--- config.mk ---
export PLATFORM = sky130hd
export DESIGN_NAME = sic_fetch_unit
export DESIGN_NICKNAME = d
export VERILOG_FILES = /design/src/rtl/sic_pkg.sv /design/src/rtl/sic_fetch_unit.sv
export SDC_FILE = /design/constraint.sdc
export NUM_CORES = 1
export LEC_CHECK = 0
export CAP_MARGIN = 25
export CORE_MARGIN = 2
export CORE_UTILIZATION = 45
export CTS_BUF_LIST = sky130_fd_sc_hd__clkbuf_4
export DETAILED_ROUTE_END_ITERATION = 7
export HOLD_SLACK_MARGIN = 0.12
export PLACE_DENSITY_LB_ADDON = 0.1
export SLEW_MARGIN = 5
export SYNTH_ARGS = -nofsm -noshare
export SYNTH_HDL_FRONTEND = slang
export SYNTH_SLANG_ARGS = --single-unit
--- constraint.sdc ---
create_clock -name clk -period 3.9 [get_ports clk]
set_clock_uncertainty 0.2 [all_clocks]
set_input_delay 0.78 -clock clk [delete_from_list [all_inputs] [get_ports clk]]
set_output_delay 0.78 -clock clk [all_outputs]
set_load 0.01 [all_outputs]
--- src/rtl/sic_pkg.sv ---
// sic_pkg: shared SIC fetch types and constants.
package sic_pkg;

    localparam int OPCODE_WIDTH = 8;
    localparam int INSTR_LENGTH = 3;

    typedef enum logic [1:0] {
        IDLE,
        FETCH,
        VALID
    } fetch_state_t;

    typedef struct packed {
        logic [OPCODE_WIDTH-1:0] opcode;
        logic                    index;
        logic [14:0]             address;
    } sic_instr_t;

endpackage

--- src/rtl/sic_fetch_unit.sv ---
// sic_fetch_unit: PC, one-word instruction fetch and valid/ready hand-off to execute.
module sic_fetch_unit
    import sic_pkg::*;
#(
    parameter int ADDRESS_WIDTH = 15,
    parameter int DATA_SIZE     = 24,
    parameter int START_ADDRESS = 0
) (
    input  logic                     clk,
    input  logic                     reset,
    input  logic                     start,
    input  logic [ADDRESS_WIDTH-1:0] start_address,
    input  logic                     halt,
    input  logic                     redirect_valid,
    input  logic [ADDRESS_WIDTH-1:0] redirect_address,
    output logic                     mem_request,
    input  logic                     mem_grant,
    output logic [ADDRESS_WIDTH-1:0] mem_address,
    input  logic [DATA_SIZE-1:0]     mem_read_data,
    output logic                     instr_valid,
    input  logic                     instr_ready,
    output logic [OPCODE_WIDTH-1:0]  instr_opcode,
    output logic                     instr_index,
    output logic [14:0]              instr_address,
    output logic [ADDRESS_WIDTH-1:0] instr_pc,
    output logic                     busy
);

    fetch_state_t             state, state_n;
    logic [ADDRESS_WIDTH-1:0] pc, pc_n, ipc;
    sic_instr_t               ir;
    logic                     capture;

    always_comb begin
        state_n = state;
        pc_n    = pc;
        capture = 1'b0;
        case (state)
            IDLE: begin
                if (start) begin
                    state_n = FETCH;
                    pc_n    = start_address;
                end
            end
            FETCH: begin
                if (halt) begin
                    state_n = IDLE;
                end else if (redirect_valid) begin
                    pc_n = redirect_address;
                end else if (mem_grant) begin
                    capture = 1'b1;
                    pc_n    = pc + ADDRESS_WIDTH'(INSTR_LENGTH);
                    state_n = VALID;
                end
            end
            VALID: begin
                // redirect takes the instruction away even when execute is ready
                if (redirect_valid) pc_n = redirect_address;
                if (redirect_valid || instr_ready) state_n = halt ? IDLE : FETCH;
            end
            default: state_n = IDLE;
        endcase
    end

    always_ff @(posedge clk or posedge reset) begin
        if (reset) begin
            state <= IDLE;
            pc    <= ADDRESS_WIDTH'(START_ADDRESS);
            ir    <= '0;
            ipc   <= '0;
        end else begin
            state <= state_n;
            pc    <= pc_n;
            if (capture) begin
                ir  <= sic_instr_t'(mem_read_data[23:0]);
                ipc <= pc;
            end
        end
    end

    assign mem_request   = state == FETCH;
    assign mem_address   = pc;
    assign instr_valid   = state == VALID;
    assign busy          = state != IDLE;
    assign instr_opcode  = ir.opcode;
    assign instr_index   = ir.index;
    assign instr_address = ir.address;
    assign instr_pc      = ipc;

endmodule

==> impl_metrics.yaml <==
grt:
  antenna_found_initial: 0
  overflow: 0
  grt_usage: 0.2184
  grt_pass1_wl_um: 12630
  grt_pass1_vias: 2502
  grt_max_degree: 41
logic_synthesis:
  synth_flop_cell: "dfrtp_1"
  synth.avg_cell_area_um2: 11.00
  synthArstFlopShare: 1.000
  synth.cell_area_um2: 2948
  yosysUniqueCellTypes: 50
  syn-num-nets: 334
  yosys_register_bits: 56
  synth_edf_count: 0
  yosysSeqAreaShare: 0.4754
  syn_inst: 268
  ys_warn_count: 0
clock_network:
  clk_latency_ns: 0.38
  cts-hold-fix-buffers: 0
  cts_root_buf: "clkbuf_4"
  cts_buffers: 5
  cts_resized: 0
  clk_pin_slew_worst_paths_ns: 0.16
  cts_tree: "yes"
  h-tree-depth: 2
  post_cts_buffers: 0
  cts_sinks: 56
  clockBufferDepth: 2
final_layout:
  final_net_count: 448
  drive_above_1_share: 0.06789
  areaGrowthSynthToFinish_pct: 43.85
  final_cell_area_um2: 4240
  mostFrequentLayoutCells: "117 x clkdlybuf4s50_1, 56 x dfrtp_1, 41 x mux2_1"
  diodes: 0
  layout_commonest_cell: "clkdlybuf4s50_1"
  final_util: 0.6678
route:
  wl_per_cell_um: 16.52
  viasPerCell: 5.502
  via_count: 2531
  drtIter0Drc: 125
  ant_nets: 0
  drt-total-wl_um: 7601
  drc_errors: 0
  drt_first_pass_iters: 4
pwr:
  p_seq_frac: 0.355
  switching_power_mw: 1.217
  p_sw_frac: 0.3885
  p_int_mw: 1.916
  clock_power_share: 0.086
  p_leak_nw: 1.743
  power_frac_comb: 0.560
  p_total_mw: 3.133
  power.density_nw_per_um2: 738.9
  peakVddDrop_uv: 441.3
critical_path:
  path_class: "reg -> out"
  critPathCaptureType: "output pin"
  cp_max_fo: 15
  critPathMaxStageDelay_ns: 0.66
  slowest_stage: "clkdlybuf4s50_1"
  rr_startpoint: "state[1]$_DFFE_PP0P_"
  crit_chain: "inv_1, ha_1, clkdlybuf4s50_1"
  worstReg2RegEnd: "instr_opcode[5]$_DFFE_PP0P_"
  r2r_setup_slack_ns: 0.86
  start_kind: "flip-flop"
  rr_worst_depth: 6
  required_ns: 2.92
  crit_arrival_ns: 2.14
timing:
  tightest_slew_ns: 0.7714
  finalCriticalPeriod_ns: 3.115
  hold_violations: 0
  setup_viol: 0
  post-route-period-util: 0.7988
  totalNegativeSetupSlack_ns: 0
  fmax_mhz: 321.0
  relSlewSlack: 0.4850
  drv_slew: 0
  rsz0062_at_grt: "false"
die:
  pin_count: 118
  die-area_um2: 7214
  core_region_area_um2: 6350
  start_util: 0.4642
  die_w_um: 84.94
  rows: 29
  fp.dieH_um: 84.94
placed_design:
  gp_congestion: 0.8235
  dp_hpwl_um: 5490
  dpl-instance-area_um2: 4179
  io_buffers: 117
worst_hold_path:
  hold_class: "reg -> reg"
  min-delay-start: "instr_pc[8]$_DFFE_PP0P_"
  min_to: "instr_pc[8]$_DFFE_PP0P_"
  hold_depth: 1
job:
  maxCapViolCount: 0
run_status:
  status: "completed"
## worst max-delay path: cells and delay by family, from the launching register on
family | cells | cell delay [ns]
fa+ha+maj | 1 | 0.55
buf+inv | 2 | 0.77
flops | 1 | 0.44
## state kept, by name, summed over array words and instances, names as in the netlist
signal and count:
state 2, instr_opcode 8, instr_address 15, mem_address 15, instr_pc 15, instr_index 1
## per-stage QoR
| step | setup WS, ns | cells | hold slack (ns) |
|---|---|---|---|
| 2_1_floorplan | 1.547 | 268 | 0.3164 |
| 3_3_place_gp | 0.7387 | 452 | 0.2670 |
| 3_5_place_dp | 0.6572 | 452 | 0.2737 |
| 4_1_cts | 0.7859 | 460 | 0.3086 |
| 5_1_grt | 0.6769 | 460 | 0.3207 |
| 6_report | 0.7846 | 460 | 0.3031 |
## final cells by class
class / instances / area (um^2)
fill: 522 / 2110
multi-input combinational: 182 / 1409
sequential: 56 / 1401
timing repair buffer: 124 / 1224
tap: 77 / 96.34
clock buffer: 7 / 52.55
inverter: 13 / 48.80
clock inverter: 1 / 8.758
## layer usage
layer / wire length [um] / GRT usage
met1: 3435 / 0.3052
met2: 3646 / 0.3493
met3: 430 / 0.04475
met4: 89 / 0.05772
met5: 0 / 0
## power by group through the flow
stage	registers, mW	logic [mW]	clock network (mW)
final	1.11	1.75	0.269
after global routing	1.16	1.91	0.300
after CTS	1.11	1.77	0.281
after detailed placement	1.13	1.76	0
after global placement	1.12	1.72	0
after floorplan	1.21	0.794	0
## synthesized netlist by cell type, types with 3 or more instances
master / count / area [um^2]
or4_1: 3 / 22.52
dfrtp_1: 56 / 1401
clkbuf_1: 9 / 33.78
mux2_1: 41 / 461.7
a221oi_1: 5 / 43.79
nor2_1: 16 / 60.06
or2_2: 4 / 25.02
a21oi_1: 5 / 25.02
nor4_1: 5 / 31.28
nand2b_1: 3 / 18.77
nor2b_1: 3 / 18.77
o21ai_0: 8 / 40.04
and2_1: 3 / 18.77
mux2i_1: 6 / 60.06
a31oi_1: 5 / 31.28
inv_1: 12 / 45.04
o31ai_1: 7 / 52.55
buf_4: 4 / 30.03
ha_1: 5 / 62.56
buf_2: 3 / 15.01
o21ai_1: 10 / 50.05
nand2_1: 16 / 60.06
nand3_1: 4 / 20.02
## kinds of logic after synthesis
logic type / after synthesis / synth area share
flip-flops: 56 / 0.4754
XOR/XNOR: 1 / 0.002972
multiplexers: 47 / 0.1770
buffers and inverters: 30 / 0.04711
adder cells (fa/ha/maj): 5 / 0.02122
AND/OR/NAND/NOR: 66 / 0.1142
AO/OA/AOI/OAI: 63 / 0.1621
## worst max path at each step
stage	startpoint	to	slack (ns)	depth (start not counted)
after CTS	state[1]$_DFFE_PP0P_	mem_request	0.79	3
after detailed placement	redirect_valid	instr_opcode[5]$_DFFE_PP0P_	0.66	6
after global placement	redirect_valid	instr_pc[3]$_DFFE_PP0P_	0.74	6
after floorplan	reset	instr_address[0]$_DFFE_PP0P_	1.55	1
after global routing	state[1]$_DFFE_PP0P_	instr_pc[14]$_DFFE_PP0P_	0.68	6
final	state[1]$_DFFE_PP0P_	mem_request	0.78	3
(Power assumes the default switching activity.)
==> patch 1: new RTL, config.mk and constraints unchanged <==
The 3 states of `fetch_state_t` get a one-hot encoding in 3 bits.
--- a/src/rtl/sic_pkg.sv
+++ b/src/rtl/sic_pkg.sv
@@ -5,8 +5,8 @@
     localparam int INSTR_LENGTH = 3;
 
-    typedef enum logic [1:0] {
-        IDLE,
-        FETCH,
-        VALID
+    typedef enum logic [2:0] {
+        IDLE  = 3'b001,
+        FETCH = 3'b010,
+        VALID = 3'b100
     } fetch_state_t;
 
Behaviour: no difference found for any inputs over 10 cycles, from zero or initial values and one cycle with reset high; not proved beyond that.
==> patch 1 against the unedited design <==
The run now ends with DRC left; sequential share of layout area fell by 0.50 points; wire length increased by 3.2%; synthesized area up 2.4%; total power is 10% lower; worst setup slack got worse by 0.022 ns; final area up 3.5%; synthesized cell count is 1.5% lower; sequential cell count rose by 1; register-to-register slack better by 0.49 ns; global-route usage up 0.18 points; die area increased by 2.3%; largest cell class unchanged; largest power group unchanged; highest routed layer unchanged.
==> patch 1: results <==
set metrics [dict create \
    drt-met1-wl_mm 3.45 \
    grt_pass1_wl_mm 12.5 \
    cts_buffers 9 \
    seq_area_frac_synth_pct 47.3 \
    syn_nets 326 \
    grt_pass1_vias 2459 \
    dp_slack_ns 0.779 \
    violations "DRC" \
    drt-pass1-iter-count 7 \
    min_path_cells 2 \
    wl_met2_mm 3.75 \
    grtUsageMet2_pct 33.5 \
    cp_top_family "flip-flops" \
    synth_common_cells "56 x dfrtp_1, 35 x mux2_4, 23 x a21oi_1" \
    slowest_stage "dfrtp_1" \
    synth-xor-area-share_pct 0.871 \
    use_met1_pct 30.3 \
    cpPeakStageDelay_ns 0.63 \
    rr_endpoint "instr_opcode[6]$_DFFE_PP0P_" \
    synth_area_leaders "dfrtp_1 46%, mux2_4 17%, a21oi_1 3.8%, o21ai_0 2.7%, nor2_1 2.6%" \
    synth-compound-area-share_pct 15.5 \
    drc_errors 10 \
    rrSetupSlack_ns 1.35 \
    ir_worst_vdd_v 0.000279 \
    grt_usage_pct 22.0 \
    p_seq_share_pct 38.7 \
    whs_endpoint "instr_pc[1]$_DFFE_PP0P_" \
    viasPerCell 5.53 \
    swShare_pct 33.2 \
    nets 443 \
    cts_max_level 3 \
    avgRoutedWirePerCell_um 17.0 \
    pwr-share-comb_pct 44.4 \
    rr_worst_depth 4 \
    leakagePower_nw 1.97 \
    status "complete, but fails checks" \
    synth_top_area_share_pct 46.4 \
    dp_hpwl_mm 5.86 \
    gp_congestion 0.851 \
    clkTransAtPathRegs_ns 0.09 \
]
## patch 1: cell count changes in the layout (fill, tap and decap cells not counted), moves of 4 or more
cell     delta
mux2_1     -41
o21ai_0     +8
mux2i_1     -6
inv_1       -5
ha_1        -4
mux2_4     +35
o31ai_1     -6
nand2_1     -5
a21oi_1    +18
o21ai_1    -10
nor2_1      +5
## patch 1: cell type report
cell class | count | area [sq um]
Tap cell | 77 | 96.3
Multi-Input combinational cell | 184 | 1460
Inverter | 7 | 26.3
Fill cell | 490 | 2040
Sequential cell | 57 | 1430
Clock buffer | 9 | 67.6
Clock inverter | 6 | 83.8
Timing Repair Buffer | 122 | 1220
## patch 1: worst max-delay path by stage
stage                          from                            end  slack (ns)  cells after the start
6_report       state[1]$_DFFE_PP0P_                    mem_request        0.76                      2
5_1_grt        state[1]$_DFFE_PP0P_                    mem_request        0.60                      2
4_1_cts        state[1]$_DFFE_PP0P_                    mem_request        0.74                      2
3_5_place_dp         redirect_valid        instr_index$_DFFE_PP0P_        0.78                      5
3_3_place_gp         redirect_valid        instr_pc[3]$_DFFE_PP0P_        0.82                      5
2_1_floorplan        redirect_valid  instr_address[10]$_DFFE_PP0P_        1.46                      5
## patch 1: logic make-up (layout without fill, tap and decap cells)
logic type | Yosys count | count (layout)
AO/OA/AOI/OAI | 72 | 72
XOR/XNOR | 3 | 3
adder cells (fa/ha/maj) | 1 | 1
buffers and inverters | 23 | 144
flip-flops | 57 | 57
multiplexers | 37 | 37
AND/OR/NAND/NOR | 71 | 71
## patch 1: through the flow
step	instances	hold WS, ns	total power, mW
finish	462	0.286	2.82
floorplan	264	0.312	1.65
CTS	462	0.294	2.84
global route	462	0.324	2.99
detailed placement	447	0.272	2.36
global placement	447	0.265	2.32
==> patch 2: new RTL, same flow settings <==
Without the edit above. `ADDRESS_WIDTH`: 15 -> 16.
--- a/src/rtl/sic_fetch_unit.sv
+++ b/src/rtl/sic_fetch_unit.sv
@@ -3,5 +3,5 @@
     import sic_pkg::*;
 #(
-    parameter int ADDRESS_WIDTH = 15,
+    parameter int ADDRESS_WIDTH = 16,
     parameter int DATA_SIZE     = 24,
     parameter int START_ADDRESS = 0
Ports: changed (resized instr_pc, mem_address, redirect_address and start_address); port bits go from 118 to 122. No check against the original RTL was run, so the function may have changed too.
==> patch 2 against the unedited design <==
Worst setup slack improved by 0.23 ns; total power increased by 12%; sequential cell count increased by 2; wire length increased by 4.4%; synthesized area increased by 4.0%; sequential share of layout area decreased by 0.41 points; critical path type unchanged; final area increased by 4.9%; register-to-register slack improved by 0.34 ns.
==> patch 2: results <==
set metrics [dict create \
    cts_max_level 3 \
    synth_area_leaders "dfrtp_1 47%, mux2_2 15%, mux2i_1 2.6%, ha_1 2.0%, inv_1 2.0%" \
    first_iter_violations 124 \
    cpPeakStageDelay_ns 0.61 \
    rr_endpoint "instr_pc[1]$_DFFE_PP0P_" \
    drive_above_1_share_pct 19.4 \
    viasPerCell 5.51 \
    fillCellCount 550 \
    clk_latency_ns 0.39 \
    seq_area_frac_synth_pct 47.3 \
    grt_pass1_wl_mm 13.0 \
    clkTransAtPathRegs_ns 0.10 \
    grt_usage_pct 22.4 \
    dp_hpwl_mm 5.67 \
    leakagePower_nw 1.81 \
    status "completed" \
    gp_congestion 0.776 \
    nets 455 \
    ir_worst_vdd_v 0.000396 \
    postRouteWirelength_mm 7.94 \
    worst_slew_pin_slew_ns 0.741 \
    critPathMaxFanout 9 \
    grt_pass1_vias 2637 \
    rrSetupSlack_ns 1.20 \
    cp.arrival_ns 1.91 \
    grt_max_degree 42 \
    io_buffers 121 \
    cts_buffers 9 \
    synth_cell_types 54 \
]
## patch 2: metal layers
metal / global-route usage [%] / up-vias / share of wire (%)
met5: 0 / - / 0
met4: 9.09 / 0 / 0.76
met3: 7.43 / 6 / 9.1
met2: 34.3 / 113 / 46
met1: 29.4 / 1253 / 44
li1: - / 1229 / -
## patch 2: cell families after synthesis
group,Yosys count,synth area share [%]
mux,52,18.8
buf+inv,32,5.30
xor+xnor,2,0.571
fa+ha+maj,5,2.04
compound gates,61,15.2
simple gates,56,10.8
flops,58,47.3
## patch 2: metrics by stage
stage	utilization [%]	setup slack [ns]	std cells	area, sq um	hold slack, ns
3_3_place_gp	64.6	0.730	456	4310	0.276
4_1_cts	66.6	1.00	472	4450	0.305
5_1_grt	66.6	0.937	472	4450	0.334
3_5_place_dp	64.6	0.726	456	4310	0.282
6_report	66.6	1.01	472	4450	0.307
2_1_floorplan	-	1.49	266	3070	0.329
## patch 2: report_power, final
group / total (mW) / switching [mW] / internal (mW)
logic: 1.89 / 0.823 / 1.07
clock network: 0.429 / 0.216 / 0.213
registers: 1.19 / 0.286 / 0.903
total: 3.51 / 1.33 / 2.18
## patch 2: worst min path at each step
stage | from | to | slack, ns | cells after the start
6_report | instr_address[14]$_DFFE_PP0P_ | instr_address[14]$_DFFE_PP0P_ | 0.31 | 1
5_1_grt | instr_pc[9]$_DFFE_PP0P_ | instr_pc[9]$_DFFE_PP0P_ | 0.33 | 1
4_1_cts | instr_address[14]$_DFFE_PP0P_ | instr_address[14]$_DFFE_PP0P_ | 0.31 | 1
3_5_place_dp | instr_address[14]$_DFFE_PP0P_ | instr_address[14]$_DFFE_PP0P_ | 0.28 | 1
3_3_place_gp | instr_pc[15]$_DFFE_PP0P_ | instr_pc[15]$_DFFE_PP0P_ | 0.28 | 1
2_1_floorplan | instr_address[14]$_DFFE_PP0P_ | instr_address[14]$_DFFE_PP0P_ | 0.33 | 1
## patch 2: layout make-up
| type | count | area (sq um) | area share (%) |
|---|---|---|---|
| Tap cell | 80 | 100 | 2.25 |
| Multi-Input combinational cell | 176 | 1450 | 32.7 |
| Inverter | 16 | 60.1 | 1.35 |
| Clock buffer | 12 | 90.1 | 2.03 |
| Timing Repair Buffer | 126 | 1250 | 28.1 |
| Sequential cell | 58 | 1450 | 32.6 |
| Clock inverter | 4 | 42.5 | 0.957 |
